==> src/rtl/line_scan_sequencer.sv <==
// Line-sensor scan sequencer: shares one ADC across the left/centre/right
// sensors, thresholds each sample with hysteresis, publishes a {L,C,R} line
// pattern once per frame and confirms node (110 / 011) detections.
module line_scan_sequencer #(
   parameter int unsigned ADC_W         = 10,
   parameter int unsigned THRESH_LO     = 400,
   parameter int unsigned THRESH_HI     = 600,
   parameter int unsigned SETTLE_CYCLES = 2,
   parameter int unsigned TIMEOUT       = 64,
   parameter int unsigned NODE_CONFIRM  = 3
) (
   input  logic             clk,
   input  logic             rst_n,
   input  logic             enable_i,
   output logic [1:0]       adc_ch_o,
   output logic             adc_start_o,
   input  logic             adc_done_i,
   input  logic [ADC_W-1:0] adc_data_i,
   output logic [2:0]       line_o,
   output logic             line_valid_o,
   output logic             node_left_o,
   output logic             node_right_o,
   output logic             adc_err_o,
   input  logic             err_clr_i
);

   localparam int unsigned SW = (SETTLE_CYCLES > 1) ? $clog2(SETTLE_CYCLES) : 1;
   localparam int unsigned TW = (TIMEOUT > 1) ? $clog2(TIMEOUT) : 1;
   localparam int unsigned CW = $clog2(NODE_CONFIRM + 1);

   typedef enum logic [2:0] {
      S_IDLE, S_SELECT, S_START, S_WAIT, S_LATCH, S_PUBLISH
   } state_t;

   typedef enum logic [1:0] {
      CAND_NONE, CAND_L, CAND_R
   } cand_t;

   state_t           state_q;
   logic [1:0]       ch_q;
   logic [SW-1:0]    settle_q;
   logic [TW-1:0]    tmo_q;
   logic [ADC_W-1:0] sample_q;
   logic             sample_ok_q;   // 0 when the conversion timed out
   logic [2:0]       work_q;        // shadow line bits, published at frame end
   logic [2:0]       line_q;
   logic             line_valid_q;
   logic             start_q;
   logic             node_l_q;
   logic             node_r_q;
   logic             err_q;
   cand_t            cand_q;
   logic [CW-1:0]    cnt_q;

   logic [2:0]       work_d;
   logic [1:0]       idx_d;
   cand_t            cand_d;
   logic [CW-1:0]    cnt_d;
   logic             fire_d;

   // Hysteresis: set below THRESH_LO, clear at/above THRESH_HI, else hold.
   function automatic logic hyst(input logic cur, input logic [ADC_W-1:0] s);
      logic r;
      r = cur;
      if (!cur && (32'(s) < 32'(THRESH_LO)))
         r = 1'b1;
      else if (cur && (32'(s) >= 32'(THRESH_HI)))
         r = 1'b0;
      return r;
   endfunction

   // Next working bits for the channel in LATCH, and node tracking on the resulting pattern.
   always_comb begin
      work_d = work_q;
      idx_d  = 2'd2 - ch_q;             // ch0 is L = bit 2
      if (sample_ok_q)
         work_d[idx_d] = hyst(work_q[idx_d], sample_q);

      cand_d = CAND_NONE;
      if (work_d == 3'b110)
         cand_d = CAND_L;
      else if (work_d == 3'b011)
         cand_d = CAND_R;

      cnt_d  = '0;
      fire_d = 1'b0;
      if (cand_d != CAND_NONE) begin
         if (cand_d != cand_q)
            cnt_d = CW'(1);
         else if (cnt_q == CW'(NODE_CONFIRM))
            cnt_d = cnt_q;
         else
            cnt_d = cnt_q + 1'b1;
         // Pulse only on the frame that first reaches the confirm count.
         fire_d = (cnt_d == CW'(NODE_CONFIRM)) &&
                  ((cand_d != cand_q) || (cnt_q != CW'(NODE_CONFIRM)));
      end
   end

   // Scan FSM with registered outputs; line/node outputs are loaded on entry to PUBLISH.
   always_ff @(posedge clk or negedge rst_n) begin
      if (!rst_n) begin
         state_q      <= S_IDLE;
         ch_q         <= 2'd0;
         settle_q     <= '0;
         tmo_q        <= '0;
         sample_q     <= '0;
         sample_ok_q  <= 1'b0;
         work_q       <= 3'b000;
         line_q       <= 3'b000;
         line_valid_q <= 1'b0;
         start_q      <= 1'b0;
         node_l_q     <= 1'b0;
         node_r_q     <= 1'b0;
         err_q        <= 1'b0;
         cand_q       <= CAND_NONE;
         cnt_q        <= '0;
      end else begin
         start_q      <= 1'b0;
         line_valid_q <= 1'b0;
         node_l_q     <= 1'b0;
         node_r_q     <= 1'b0;
         // A timeout set below overrides this clear.
         if (err_clr_i)
            err_q <= 1'b0;

         case (state_q)
            S_IDLE: begin
               ch_q <= 2'd0;
               if (enable_i) begin
                  settle_q <= '0;
                  state_q  <= S_SELECT;
               end
            end
            S_SELECT: begin
               if (settle_q == SW'(SETTLE_CYCLES - 1)) begin
                  start_q <= 1'b1;
                  state_q <= S_START;
               end else begin
                  settle_q <= settle_q + 1'b1;
               end
            end
            S_START: begin
               tmo_q   <= '0;
               state_q <= S_WAIT;
            end
            S_WAIT: begin
               if (adc_done_i) begin
                  sample_q    <= adc_data_i;
                  sample_ok_q <= 1'b1;
                  state_q     <= S_LATCH;
               end else if (tmo_q == TW'(TIMEOUT - 1)) begin
                  sample_ok_q <= 1'b0;
                  err_q       <= 1'b1;
                  state_q     <= S_LATCH;
               end else begin
                  tmo_q <= tmo_q + 1'b1;
               end
            end
            S_LATCH: begin
               work_q <= work_d;
               if (ch_q < 2'd2) begin
                  ch_q     <= ch_q + 2'd1;
                  settle_q <= '0;
                  state_q  <= S_SELECT;
               end else begin
                  line_q       <= work_d;
                  line_valid_q <= 1'b1;
                  cand_q       <= cand_d;
                  cnt_q        <= cnt_d;
                  node_l_q     <= fire_d && (cand_d == CAND_L);
                  node_r_q     <= fire_d && (cand_d == CAND_R);
                  state_q      <= S_PUBLISH;
               end
            end
            S_PUBLISH: begin
               ch_q <= 2'd0;
               if (enable_i) begin
                  settle_q <= '0;
                  state_q  <= S_SELECT;
               end else begin
                  state_q <= S_IDLE;
               end
            end
            default: state_q <= S_IDLE;
         endcase
      end
   end

   assign adc_ch_o     = ch_q;
   assign adc_start_o  = start_q;
   assign line_o       = line_q;
   assign line_valid_o = line_valid_q;
   assign node_left_o  = node_l_q;
   assign node_right_o = node_r_q;
   assign adc_err_o    = err_q;

endmodule
==> config.mk <==
export PLATFORM = sky130hd
export DESIGN_NAME = line_scan_sequencer
export DESIGN_NICKNAME = d
export VERILOG_FILES = /design/src/rtl/line_scan_sequencer.sv
export SDC_FILE = /design/constraint.sdc
export NUM_CORES = 1
export LEC_CHECK = 0
export BUFFER_PORTS_ARGS = -buffer_cell sky130_fd_sc_hd__buf_2
export CAP_MARGIN = 20
export CORE_ASPECT_RATIO = 0.75
export CORE_MARGIN = 5
export CORE_UTILIZATION = 55
export DETAILED_ROUTE_END_ITERATION = 7
export PLACE_DENSITY = 0.77
export SKIP_LAST_GASP = 1
export SYNTH_ARGS = -nofsm -noshare
export SYNTH_HDL_FRONTEND = slang
export SYNTH_SLANG_ARGS = --single-unit
==> constraint.sdc <==
create_clock -name clk -period 3.65 [get_ports clk]
set_input_delay 0.1825 -clock clk [delete_from_list [all_inputs] [get_ports clk]]
set_output_delay 0.1825 -clock clk [all_outputs]
set_load 0.01 [all_outputs]
; ---- After elaboration in Yosys (flattened, before gate mapping)
; Index checks and enable logic that the tools add are counted.
; Widths: inputs -> output; s select.
[op_classes]
n_bitwise = 1
n_reduce_logical = 22
magnitude_cmp = 5
n_addsub = 5
eq_ne = 21
mux = 46
[ops]
columns = op, n
row1 = $mux 1, 24
row2 = $mux 3, 6
row3 = $pmux 3 s6, 1
row4 = $mux 2, 7
row5 = $mux 6, 2
row6 = $ne 2x2->1 const B, 6
row7 = $pmux 6 s2, 1
row8 = $ge 10x10->1 const B, 1
row9 = $lt 10x9->1 const B, 1
row10 = $eq 3x2->1 const B, 3
row11 = $eq 3x3->1 const B, 3
row12 = $reduce_and 3->1, 3
row13 = $reduce_and 2->1, 4
row14 = $reduce_bool 2->1, 4
row15 = $add 6x1->6 const B, 1
row16 = $eq 2x2->1 const B, 3
row17 = $eq 6x6->1 const B, 1
row18 = $logic_and 1x1->1, 6
row19 = $add 2x1->2 const B, 2
row20 = $pmux 2 s2, 1
row21 = $bwmux 3, 1
row22 = $eq 3x1->1 const B, 1
row23 = $logic_not 3->1, 1
row24 = $lt 2x3->1 const B, 1
row25 = other kinds (16), 16
[word_totals]
output_inout_bits = 10
reg_bits = 38
elab_cells = 115
input_bits = 15

; ---- Logic depth before layout (Yosys ltp)
[depth]
word_depth = 21
depth_mapped = 9
depth_no_buf = 9

; ---- Worst setup path before layout
; OpenSTA, ideal clock, no wires.
[synth_timing]
path_type = register -> register
start = register ch_q[0] (netlist: adc_ch_o[0])
end = register cnt_q[1]
t_arrival_ns = 2.555
path_stages_with_launch = 10
setup_time_ns = 0.138
required_time_ns = 3.512
slack_ns = 0.957
path_cell_list = dfrtp_1 > inv_1 > ha_1 > mux2i_1 > o211a_1 > or4b_4 > a211o_1 > a21bo_1 > a32oi_1 > a221oi_1
[synth_via]
elab_chain_cells = 16
[synth_rtl]
columns = element, line
row1 = from (decl), 40  ; logic [1:0] ch_q;
row2 = from (signal assigned), 163  ; ch_q <= ch_q + 2'd1;
row3 = $sub 2x2->2, 75  ; idx_d = 2'd2 - ch_q;
row4 = $bmux 1 s2, 77  ; work_d[idx_d] = hyst(work_q[idx_d], sample_q);
row5 = $mux 1 (not written as such), 77
row6 = $logic_and 1x1->1 / $logic_not 1->1 (equally long branches), "67, 65"
row7 = $mux 1 / $logic_and 1x1->1 (equally long branches), "67, 65"
row8 = $mux 1, 65  ; if (!cur && (32'(s) < 32'(THRESH_LO)))
row9 = $mux 1, 76  ; if (sample_ok_q)
row10 = $bwmux 3, 77
row11 = $mux 3, 76
row12 = $eq 3x2->1, 82  ; else if (work_d == 3'b011)
row13 = $mux 2, 82
row14 = $mux 2, 80  ; if (work_d == 3'b110)
row15 = $ne 2x2->1, 88  ; if (cand_d != cand_q)
row16 = $mux 2, 88
row17 = $mux 2 (2 in a row), 87  ; if (cand_d != CAND_NONE) begin
row18 = to (signal assigned), 170  ; cnt_q <= cnt_d;
row19 = to (decl), 53  ; logic [CW-1:0] cnt_q;
; Several ways; a longest one is shown, not always the timed one. The select of a mux whose other input is x is not followed.
; A chain may end at the register's enable or synchronous reset.

; ---- Worst setup path in the final report
; Ends and elaborated chain as after synthesis.

==> results_dict.tcl <==
set metrics [dict create \
    status "complete, no violations" \
    switching_power_uw 521 \
    fmax_ghz 0.344 \
    htree_levels 2 \
    diodes 0 \
    crit_type "reg2reg" \
    drt_wl_total_um 3290 \
    synth.most_common_cell "dfrtp_1" \
    root_buffer "clkbuf_8" \
    pre_cts_ws_ps 716 \
    synthDistinctLibCells 41 \
    total_leakage_power_nw 0.919 \
    antenna_found_initial 0 \
    path_buf_inv 1 \
    critical_path.top_delay_family "compound AO/OA/AOI/OAI gates" \
    report.final.slew_viol_count 0 \
    r2r-start "adc_ch_o[0]" \
    ant_nets 0 \
    crit_chain "inv_1 -> ha_1 -> mux2i_1 -> o211a_1 -> nor4b_1 -> o211ai_1 -> o22ai_2 -> a32oi_1 -> a221oi_1" \
    clock_path_buffers 2 \
    yosysWarnings 0 \
    setup_viol 0 \
    p_seq_frac 0.436 \
    finClkSkew_ps 6.43 \
    routedWlPerCell_um 14.1 \
    place_congestion 0.825 \
    area.growth.synth_to_final_pct 13.3 \
    cp_slowest_stage_delay_ps 480 \
    powerDensity_nw_per_um2 717 \
    drtIter0Drc 100 \
    cp-startpoint "adc_ch_o[0]" \
    syn-cell-area_um2 1710 \
    cp_max_fo 9 \
    die_area_um2 4340 \
    swShare 0.375 \
    fin_setup_tns_ps 0 \
    vias_per_cell 5.75 \
    worst_ep_arrival_time_ps 3090 \
    hp-class "in2reg" \
    rows 17 \
    fin_cells 233 \
    synthTopCellsByArea "dfrtp_1, mux2_2, nand2_1" \
    clk_latency_ps 280 \
    layout_setup_ws_ps 742 \
    placed_area_um2 1860 \
    tightest_slew_ps 752 \
    combPwrFrac 0.382 \
    grt_max_degree 36 \
    die_w_um 74.4 \
    pin_count 25 \
    yosysSeqAreaShare 0.512 \
    post-route-drc-count 0 \
    netlist.area_leader.share 0.512 \
    syn_avg_cell_area_um2 10.1 \
    grt_pass1_vias 1321 \
    cts_tree "done" \
    final-hold-violation-count 0 \
    fin_util 0.656 \
    synth_edf_count 0 \
    cpMaxStageDelayCell "dfrtp_1" \
    clock-sinks 35 \
    maxCapViolations 0 \
    die_h_um 58.3 \
    multiInputGateArea_um2 805 \
    synth-main-ff-cell "dfrtp_1" \
    num-nets-final 215 \
    max-slew-margin-rel 0.498 \
    core_um2 2960 \
    hpwl_um 2460 \
    dp.cells 226 \
    irDropWorstVdd_mv 0.372 \
    total_power_mw 1.39 \
    clkTransAtPathRegs_ps 60 \
    cp-start-kind "register" \
    fin_crit_ps 2910 \
    grt_pass1_wl_um 5830 \
    syn_inst 169 \
    vias 1339 \
    seqCellArea_um2 876 \
    fin_area_um2 1940 \
    numPortBuffers 21 \
    required_ps 3830 \
    p_int_uw 868 \
    worst_hold_slack_ps 75.0 \
    drt_first_pass_iters 4 \
    fillers 230 \
    worstHoldStart "err_clr_i" \
    overflow 0 \
    synth_seq_cells 35 \
    clkPwrFrac 0.182 \
    ys_async_sr_fraction 1.00 \
    drive_gt1_frac 0.205 \
    period_share 0.797 \
    grt_use_total 0.176 \
    synth_nets 188 \
    rsz0062_at_grt "no" \
    synth_top_area_cell "dfrtp_1" \
    start_util 0.579 \
    synth_common_cells "dfrtp_1, nand2_1, o21ai_0, nor2_1, a21oi_1" \
    cts_buffers 5 \
    cp-end-kind "register" \
]
worst reg2reg max path: stages (launching register included):
cell and delay, ps:
dfrtp_1 480, inv_1 110, ha_1 350, mux2i_1 160, o211a_1 250, nor4b_1 470
o211ai_1 310, o22ai_2 270, a32oi_1 150, a221oi_1 260
registers in the layout (all words and copies together) (netlist names):
register      count
sample_q          7
tmo_q             6
line_o            3
state_q           3
work_q            3
adc_ch_o          2
cand_q            2
cnt_q             2
adc_err_o         1
adc_start_o       1
line_valid_o      1
node_left_o       1
node_right_o      1
sample_ok_q       1
settle_q          1
layer usage:
layer  part of all wire  wire length (um)  vias up  GRT usage
met1               0.45              1480      643      0.219
li1                   -                 -      652          -
met2               0.47              1550       39      0.284
met3              0.063               207        5     0.0495
met5                  0                 0        -          0
met4              0.017                56        0     0.0838
final cells by class:
type | count | area share
clock buffers | 6 | 0.0374
inverters | 6 | 0.0116
repair buffers | 22 | 0.0594
multi-input cells | 126 | 0.415
well taps | 38 | 0.0245
flip-flops and latches | 35 | 0.452
power by group through the flow:
stage	registers, mW	clock network, mW	logic [mW]
detailed placement	0.611	0	0.528
floorplan	0.579	0	0.421
CTS	0.605	0.259	0.534
finish	0.605	0.253	0.531
global placement	0.598	0	0.507
global route	0.624	0.279	0.603
placed cells by master (no fill, tap or decap), types with 3 or more instances in the layout:
master    count
buf_2        21
a21oi_1       9
mux2i_1       3
nand3_1       4
clkbuf_8      5
nor2_1       12
mux2_2        8
nand2_1      23
nand2b_1      4
dfrtp_1      35
nor2b_1       5
inv_1         6
o21ai_0      16
ha_1          4
and2_1        4
repair_timing:
action	in CTS	in global routing
endpoints found under the hold margin	35	0
hold buffers	1	0
gates resized for setup	0	0
setup buffers	0	0
worst paths after layout:
kind                                     to  slack [ps]  cells after the start
worst max-delay path               cnt_q[1]         740                      9
worst min-delay path              adc_err_o          70                      2
worst max register to register     cnt_q[1]         740                      9
worst min register to register    line_o[1]         470                      2
max in group asynchronous       sample_q[6]        2670                      2
min in group asynchronous          tmo_q[5]         500                      2
kinds of logic (layout without fill, tap and decap cells):
| kind of cell | after synthesis | count (layout) | share of synthesized area |
|---|---|---|---|
| AOI/OAI and AO/OA | 43 | 43 | 0.162 |
| buffers and inverters | 8 | 34 | 0.0176 |
| muxes | 11 | 11 | 0.0702 |
| adders and majority gates | 4 | 4 | 0.0293 |
| and+or+nand+nor | 66 | 66 | 0.198 |
| xor gates and xnor gates | 2 | 2 | 0.0102 |
| DFF | 35 | 35 | 0.512 |
Note: power is estimated with default switching activity, not from simulation.
